### src/rtl/rob_walk_ctrl.sv
// rob_walk_ctrl: ROB rollback walker. It steps from the tail back toward a
// redirecting instruction and hands the squashed entries, up to two per cycle
// and youngest first, to rename-table and freelist rollback. It then pulses a
// tail reload to just past the surviving redirect target.
module rob_walk_ctrl #(
    parameter int ROB_SIZE_LOG = 6,
    parameter int LREG_W       = 5,
    parameter int PREG_W       = 6
) (
    input  logic                    clock,
    input  logic                    reset_n,
    input  logic                    redirect_valid,
    input  logic                    redirect_robidx_flag,
    input  logic [ROB_SIZE_LOG-1:0] redirect_robidx,
    input  logic                    enq_flag,
    input  logic [ROB_SIZE_LOG-1:0] enq_idx,
    output logic [ROB_SIZE_LOG-1:0] walk0_idx,
    output logic [ROB_SIZE_LOG-1:0] walk1_idx,
    input  logic [LREG_W-1:0]       walk0_rd_lrd,
    input  logic [LREG_W-1:0]       walk1_rd_lrd,
    input  logic [PREG_W-1:0]       walk0_rd_prd,
    input  logic [PREG_W-1:0]       walk1_rd_prd,
    input  logic [PREG_W-1:0]       walk0_rd_old_prd,
    input  logic [PREG_W-1:0]       walk1_rd_old_prd,
    output logic                    walk0_valid,
    output logic                    walk1_valid,
    output logic [LREG_W-1:0]       walk0_lrd,
    output logic [LREG_W-1:0]       walk1_lrd,
    output logic [PREG_W-1:0]       walk0_prd,
    output logic [PREG_W-1:0]       walk1_prd,
    output logic [PREG_W-1:0]       walk0_old_prd,
    output logic [PREG_W-1:0]       walk1_old_prd,
    output logic                    enq_block,
    output logic                    tail_restore_valid,
    output logic                    tail_restore_flag,
    output logic [ROB_SIZE_LOG-1:0] tail_restore_idx
);

    localparam int PTR_W = ROB_SIZE_LOG + 1;
    typedef logic [PTR_W-1:0] ptr_t;
    typedef enum logic [1:0] {IDLE, WALK, DONE} state_t;

    state_t state_q, state_d;
    ptr_t   p_q, p_d;   // walk pointer: one past the next entry to roll back
    ptr_t   t_q, t_d;   // surviving redirect target
    ptr_t   r_q, r_d;   // entries still to roll back, all strictly younger than t_q

    ptr_t   redir_ptr, enq_ptr, n_step, p_dec, r_redir, r_init;
    logic   w0_v, w1_v, take_redir;

    // Flag-aware age compare: same lap compares indices directly, different
    // laps reverse the sense because the younger pointer has wrapped.
    function automatic logic is_older(input ptr_t a, input ptr_t b);
        if (a[PTR_W-1] == b[PTR_W-1]) return a[ROB_SIZE_LOG-1:0] < b[ROB_SIZE_LOG-1:0];
        else                          return a[ROB_SIZE_LOG-1:0] > b[ROB_SIZE_LOG-1:0];
    endfunction

    assign redir_ptr  = {redirect_robidx_flag, redirect_robidx};
    assign enq_ptr    = {enq_flag, enq_idx};
    assign w0_v       = (state_q == WALK) && (r_q != '0);
    assign w1_v       = (state_q == WALK) && (r_q >= ptr_t'(2));
    assign n_step     = ptr_t'(w0_v) + ptr_t'(w1_v);
    assign p_dec      = p_q - n_step;
    assign r_init     = enq_ptr - redir_ptr - ptr_t'(1);
    // A redirect mid-walk only matters if it squashes more than the current one.
    assign take_redir = redirect_valid && (state_q != IDLE) && is_older(redir_ptr, t_q);
    // Recount from the pointer as it stands after this cycle's rollback.
    assign r_redir    = p_dec - redir_ptr - ptr_t'(1);

    // State and pointer registers; reset abandons any walk in flight.
    // NOTE: sequential state uses non-blocking assignments so every flop samples pre-edge values.
    always_ff @(posedge clock or negedge reset_n) begin
        if (!reset_n) begin
            state_q <= IDLE;
            p_q     <= '0;
            t_q     <= '0;
            r_q     <= '0;
        end else begin
            state_q <= state_d;
            p_q     <= p_d;
            t_q     <= t_d;
            r_q     <= r_d;
        end
    end

    // Next-state and pointer update logic.
    // NOTE: every variable gets a default first so no path leaves it unassigned (no latches).
    always_comb begin
        state_d = state_q;
        p_d     = p_q;
        t_d     = t_q;
        r_d     = r_q;
        case (state_q)
            IDLE: begin
                if (redirect_valid) begin
                    t_d     = redir_ptr;
                    p_d     = enq_ptr;
                    r_d     = r_init;
                    state_d = (r_init != '0) ? WALK : DONE;
                end
            end
            WALK: begin
                p_d = p_dec;
                if (take_redir) begin
                    t_d = redir_ptr;
                    r_d = r_redir;
                end else begin
                    r_d = r_q - n_step;
                end
                state_d = (r_d != '0) ? WALK : DONE;
            end
            DONE: begin
                if (take_redir) begin
                    t_d     = redir_ptr;
                    r_d     = r_redir;
                    state_d = (r_redir != '0) ? WALK : DONE;
                end else begin
                    state_d = IDLE;
                end
            end
            default: state_d = IDLE;
        endcase
    end

    // Output decode: walk slots live only in WALK, tail reload only in DONE.
    always_comb begin
        walk0_valid        = 1'b0;
        walk1_valid        = 1'b0;
        walk0_idx          = '0;
        walk1_idx          = '0;
        walk0_lrd          = '0;
        walk1_lrd          = '0;
        walk0_prd          = '0;
        walk1_prd          = '0;
        walk0_old_prd      = '0;
        walk1_old_prd      = '0;
        tail_restore_valid = 1'b0;
        tail_restore_flag  = 1'b0;
        tail_restore_idx   = '0;
        enq_block          = redirect_valid | (state_q != IDLE);
        if (state_q == WALK) begin
            walk0_valid   = w0_v;
            walk1_valid   = w1_v;
            walk0_idx     = ROB_SIZE_LOG'(p_q - ptr_t'(1));
            walk1_idx     = ROB_SIZE_LOG'(p_q - ptr_t'(2));
            walk0_lrd     = walk0_rd_lrd;
            walk1_lrd     = walk1_rd_lrd;
            walk0_prd     = walk0_rd_prd;
            walk1_prd     = walk1_rd_prd;
            walk0_old_prd = walk0_rd_old_prd;
            walk1_old_prd = walk1_rd_old_prd;
        end
        // An accepted older redirect in DONE restarts the walk, so the reload waits.
        if (state_q == DONE && !take_redir) begin
            tail_restore_valid                  = 1'b1;
            {tail_restore_flag, tail_restore_idx} = t_q + ptr_t'(1);
        end
    end

endmodule

### config.mk
export PLATFORM = sky130hd
export DESIGN_NAME = rob_walk_ctrl
export DESIGN_NICKNAME = d
export VERILOG_FILES = /design/src/rtl/rob_walk_ctrl.sv
export SDC_FILE = /design/constraint.sdc
export NUM_CORES = 1
export LEC_CHECK = 0
export BUFFER_PORTS_ARGS = -buffer_cell sky130_fd_sc_hd__buf_2
export CAP_MARGIN = 0
export CORE_ASPECT_RATIO = 0.7
export CORE_MARGIN = 2
export CORE_UTILIZATION = 51
export DETAILED_ROUTE_END_ITERATION = 6
export GPL_ROUTABILITY_DRIVEN = 0
export GPL_TIMING_DRIVEN = 0
export HOLD_SLACK_MARGIN = 0.03
export PLACE_DENSITY = 0.92
export SYNTH_ARGS = -nofsm -noshare
export SYNTH_HDL_FRONTEND = slang
export SYNTH_SLANG_ARGS = --single-unit
### constraint.sdc
create_clock -name clock -period 6 [get_ports clock]
set_clock_uncertainty 0.05 [all_clocks]
set_input_delay 1.2 -clock clock [delete_from_list [all_inputs] [get_ports clock]]
set_output_delay 1.2 -clock clock [all_outputs]
set_load 0.01 [all_outputs]
==> results of run 1 <==
[layout make-up]
cell class	count	area share, %
multi-input cells	288	59.7
flip-flops and latches	23	16.2
repair buffers	107	15.1
inverters	31	3.27
well taps	72	2.53
plain buffers	16	2.00
clock buffers	4	1.27
[cell families (layout without fill, tap and decap cells)]
kind of cell	count (synthesis)	count (layout)	share of synthesized area, %
AOI/OAI and AO/OA	75	75	18.7
xor gates and xnor gates	35	35	10.9
adders and majority gates	35	35	16.2
buffers and inverters	47	158	6.50
DFF	23	23	19.9
muxes	11	11	3.99
and+or+nand+nor	132	132	23.8
[routing by layer]
metal | wire (um) | track usage (%) | share of wire (%) | up-vias
li1 | - | - | - | 1463
met1 | 3480 | 34.6 | 44 | 1413
met2 | 3850 | 43.8 | 48 | 132
met3 | 584 | 4.07 | 7.3 | 13
met4 | 65 | 3.62 | 0.81 | 0
met5 | 0 | 0 | 0 | -
[synth_stat cells (all sizes together), types with 6 or more instances]
master | n | share of area [%]
a21oi | 17 | 2.9
nand3 | 13 | 2.3
o21ai | 16 | 3.2
and2 | 34 | 7.4
clkbuf | 10 | 1.3
xnor2 | 20 | 6.3
dfrtp | 23 | 20
mux2i | 7 | 2.4
xor2 | 15 | 4.6
nand2 | 19 | 2.5
ha | 31 | 13
or3 | 10 | 2.2
inv | 30 | 3.9
buf | 6 | 1.2
a211oi | 7 | 2.0
nor2 | 42 | 5.5
[report_power, final]
| part | leakage [nW] | switching [mW] | total (mW) | internal [mW] |
|---|---|---|---|---|
| registers | 0.266 | 0.0728 | 0.314 | 0.241 |
| clock network | 0.0228 | 0.0576 | 0.105 | 0.0477 |
| logic | 1.51 | 1.19 | 2.02 | 0.834 |
| total | 1.80 | 1.32 | 2.44 | 1.12 |
[registers in the layout (all words and copies together), names as in the netlist]
name and cells:
p_q 7, state_q 2, r_q 7, t_q 7
[final timing paths]
path / endpoint / slack (ps) / depth (start not counted) / from
setup / recovery: state_q[1]$_DFFE_PN0P_ / 860 / 18 / state_q[1]$_DFFE_PN0P_
hold / removal: r_q[5]$_DFFE_PN0P_ / 490 / 2 / r_q[5]$_DFFE_PN0P_
setup reg to reg: state_q[1]$_DFFE_PN0P_ / 860 / 18 / state_q[1]$_DFFE_PN0P_
hold reg to reg: r_q[5]$_DFFE_PN0P_ / 490 / 2 / r_q[5]$_DFFE_PN0P_
max in group asynchronous: t_q[4]$_DFFE_PN0P_ / 4680 / 1 / reset_n
min in group asynchronous: r_q[4]$_DFFE_PN0P_ / 850 / 1 / reset_n
[critical path, cell delays in order (launching register included)]
cell and delay [ps]:
dfrtp_1 420, inv_1 100, ha_1 140, clkbuf_1 320, clkbuf_1 420, clkbuf_1 300, a21o_1 170, ha_1 250
ha_1 190, inv_1 90, fa_1 480, fa_1 460, a211oi_1 310, nor2_1 100, xor2_1 200, or3_1 430
nor4_2 340, a22oi_1 140, a21oi_1 170
==> results.toml, run 1 <==
[power]
peakVddDrop_mv = 0.366
powerDensity_nw_per_um2 = 687
p_leak_nw = 1.80
p_total_mw = 2.44

[routing]
drt-total-wl_um = 7980
drt_iter0_drc = 216
via_per_inst = 5.58
num_vias = 3021
dr.pass1.iters = 7
drcViolationCount = 0
drt-wirelength-per-cell_um = 14.7
antenna_left = 0

[worst_setup_path]
cp.arrival_ps = 5300
path_max_fanout = 10
worstPathRequired_ps = 6160
end_kind = "register"
critical_path_class = "register to register"
setup.worst_path.start_class = "register"

[synth]
synth-seq-cells = 23
ys_types = 54
synth.net_count = 444
synth-edff-count = 0
synth_flop_cell = "dfrtp_1"
netlist_area_sq_um = 2890
netlist_instances = 358
syn_avg_cell_area_sq_um = 8.06
yosys_warnings = 0
synth-async-reset-ratio_pct = 100
ys_seq_area_share_pct = 19.9

[worst_hold_path]
hp-class = "register to register"

[global_route]
grt_usage_pct = 25.5
grt_pass1_wl_um = 12700
antenna_found_initial = 0
gr-total-overflow = 0
grt_max_degree = 24
grt_pass1_vias = 2767

[timing]
fmax_mhz = 194
hold_violations = 0
fin_crit_ps = 5140
slew_headroom_pct = 59.3
worstMarginPinSlew_ps = 610
period_share_pct = 85.7
setup_viol = 0
timing.hold.ws_ps = 488
rsz0062_at_grt = "false"
timing.setup.tns_ps = 0
report.final.slew_viol_count = 0
layout_setup_ws_ps = 857

[die]
ios = 108
placementRows = 22
die_h_um = 66.9
initial_core_util_pct = 54.1
core_sq_um = 5340
fp.dieW_um = 93.9
die-area_sq_um = 6290

[clocking]
cts_root_buf = "clkbuf_8"
cts_hold_buf = 0
clkSinkCount = 23
h-tree-depth = 1
cts_resized = 0
cts_tree = "built"
ctsLongestPathBuffers = 2
clk_pin_slew_worst_paths_ps = 90
cts_inserted_buffers = 3
postCtsSetupRepairBufs = 0
clk_latency_ps = 280

[placement]
hpwl_um = 6570
placed_cells = 537
io_buffers = 107
placed_cell_area_sq_um = 3510
dp_slack_ps = 919

[final_layout]
regArea_sq_um = 576
final_common_cell = "buf_2"
fin_util_pct = 66.6
final_area_sq_um = 3560
final_cell_count_no_fill = 541
multiInputGateArea_sq_um = 2120
fillers = 470
nets = 556
final_cell_mix = "110 x buf_2, 42 x nor2_1, 34 x and2_1"
area_delta_synth_final_pct = 23.2
diodes = 0
layout-drive-gt1-share_pct = 26.9

[run_status]
status = "finished clean"

[flow_run]
drv_cap = 0
(Power assumes the default switching activity.)
==> run 2: changes to the inputs <==
Settings changed: CORE_MARGIN 2 to default, REMOVE_ABC_BUFFERS from default to 1, TNS_END_PERCENT from default to 50.
==> results.toml, run 2 (synthesized netlist as in run 1, its figures left out) <==
[power]
peakVddDrop_mv = 0.253
switching_share_pct = 54.1
powerDensity_nw_per_um2 = 687
p_int_mw = 1.10
p_seq_share_pct = 14.6
p_leak_nw = 1.77
pwr-share-clk_pct = 4.4
power_frac_comb_pct = 81.0
switchingPower_mw = 1.30

[final_layout]
fillers = 469
diodes = 0
regArea_sq_um = 576
layout-drive-gt1-share_pct = 27.4
area_delta_synth_final_pct = 21.2
reg.largest.list = "p_q: 7 flops, r_q: 7 flops, t_q: 7 flops"
nets = 540
final_common_cell = "buf_2"
final_cell_mix = "107 x buf_2, 42 x nor2_1, 34 x and2_1"
multiInputGateArea_sq_um = 2140

[timing]
fin_crit_ps = 5280
worstMarginPinSlew_ps = 619
period_share_pct = 88.1
report.final.slew_viol_count = 0
slew_headroom_pct = 58.8
timing.hold.ws_ps = 498
rsz0062_at_grt = "false"
setup_viol = 0
hold_violations = 0
fmax_mhz = 189
timing.setup.tns_ps = 0

[placement]
io_buffers = 107
hpwl_um = 6220

[worst_setup_path]
path_cells = "inv_1 > ha_4 > inv_1 > nor2_1 > a21o_1 > ha_1 > ha_1 > inv_1 > fa_1 > fa_1 > a211oi_1 > nor2_1 > xor2_1 > or3_1 > nor4_2 > a22oi_1 > a21oi_1"
cpMostUsedCell = "inv_1"
slowest_stage = "fa_1"
end_kind = "register"
path_max_fanout = 53
cp.arrival_ps = 5440
setup.worst_path.start_class = "register"
critical_path_class = "register to register"
worstPathRequired_ps = 6150
cpPeakStageDelay_ps = 490

[global_route]
grt_pass1_vias = 2713
grt_usage_pct = 26.7
grt_max_degree = 54
antenna_found_initial = 0
gr-total-overflow = 0
grt_pass1_wl_um = 12800

[routing]
drt-wirelength-per-cell_um = 14.9
drt-total-wl_um = 7830
drt_iter0_drc = 237
dr.pass1.iters = 5
antenna_left = 0
drcViolationCount = 0
via_per_inst = 5.66
num_vias = 2970

[flow_run]
drv_cap = 0

[clocking]
cts_inserted_buffers = 3
h-tree-depth = 1
ctsLongestPathBuffers = 2
cts_hold_buf = 0
clk_pin_slew_worst_paths_ps = 90
clkSinkCount = 23
clk_latency_ps = 280
cts_root_buf = "clkbuf_8"
cts_tree = "built"

[die]
fp.dieW_um = 91.9
core_sq_um = 5340
initial_core_util_pct = 54.1
die_h_um = 64.9
placementRows = 22
ios = 108
die-area_sq_um = 5970

[worst_hold_path]
hp-class = "register to register"

[run_status]
status = "finished clean"
run 2: power by group through the flow:
| stage | Clock, mW | Sequential, mW | Combinational, mW |
|---|---|---|---|
| final | 0.105 | 0.351 | 1.95 |
| after global routing | 0.111 | 0.364 | 2.13 |
| after CTS | 0.105 | 0.349 | 1.91 |
| after detailed placement | 0 | 0.352 | 1.88 |
| after global placement | 0 | 0.343 | 1.82 |
| after floorplan | 0 | 0.324 | 1.39 |
run 2: path summary, 6_finish.rpt:
check / cells after the start / end / slack [ps] / start
setup reg to reg: 17 / state_q[1]$_DFFE_PN0P_ / 720 / state_q[1]$_DFFE_PN0P_
max in group asynchronous: 1 / t_q[6]$_DFFE_PN0P_ / 4660 / reset_n
hold / removal: 2 / r_q[6]$_DFFE_PN0P_ / 500 / r_q[6]$_DFFE_PN0P_
setup / recovery: 17 / state_q[1]$_DFFE_PN0P_ / 720 / state_q[1]$_DFFE_PN0P_
min in group asynchronous: 1 / t_q[5]$_DFFE_PN0P_ / 850 / reset_n
hold reg to reg: 2 / r_q[6]$_DFFE_PN0P_ / 500 / r_q[6]$_DFFE_PN0P_
run 2: per-stage QoR:
step	power, mW	setup slack (ps)	cell area, sq um	std cells	utilization [%]
after floorplan	1.72	974	2820	342	-
after global placement	2.17	99.9	3440	521	64.4
after detailed placement	2.23	-151	3440	521	64.4
after CTS	2.37	437	3490	525	65.3
after global routing	2.61	332	3500	525	65.5
final	2.40	717	3500	525	65.5
run 2: cell type report:
class | count | share of cell area (%)
multi-input combinational | 288 | 61.0
sequential | 23 | 16.4
timing repair buffer | 107 | 15.3
inverter | 31 | 3.32
tap | 72 | 2.57
clock buffer | 3 | 1.18
clock inverter | 1 | 0.143
run 2: repair_timing:
| action | 4_1_cts | 5_1_grt |
|---|---|---|
| resized for setup | 1 | 1 |
| setup endpoints to repair | 2 | 1 |
| setup buffers | 0 | 0 |
run 2: critical path: cells and delay by family (launching register included):
family	cells	cell delay [ps]
AO/OA/AOI/OAI	4	770
XOR/XNOR	1	190
adder cells (fa/ha/maj)	5	1850
buffers and inverters	3	650
AND/OR/NAND/NOR	4	1240
flip-flops	1	430
run 2: routing by layer:
layer	vias to the layer above	global-route usage, %	wire (um)	share of wire [%]
li1	1435	-	-	-
met1	1369	37.3	3550	45
met2	150	43.2	3590	46
met3	16	5.05	615	7.9
met4	0	5.08	72	0.92
met5	-	0	0	0
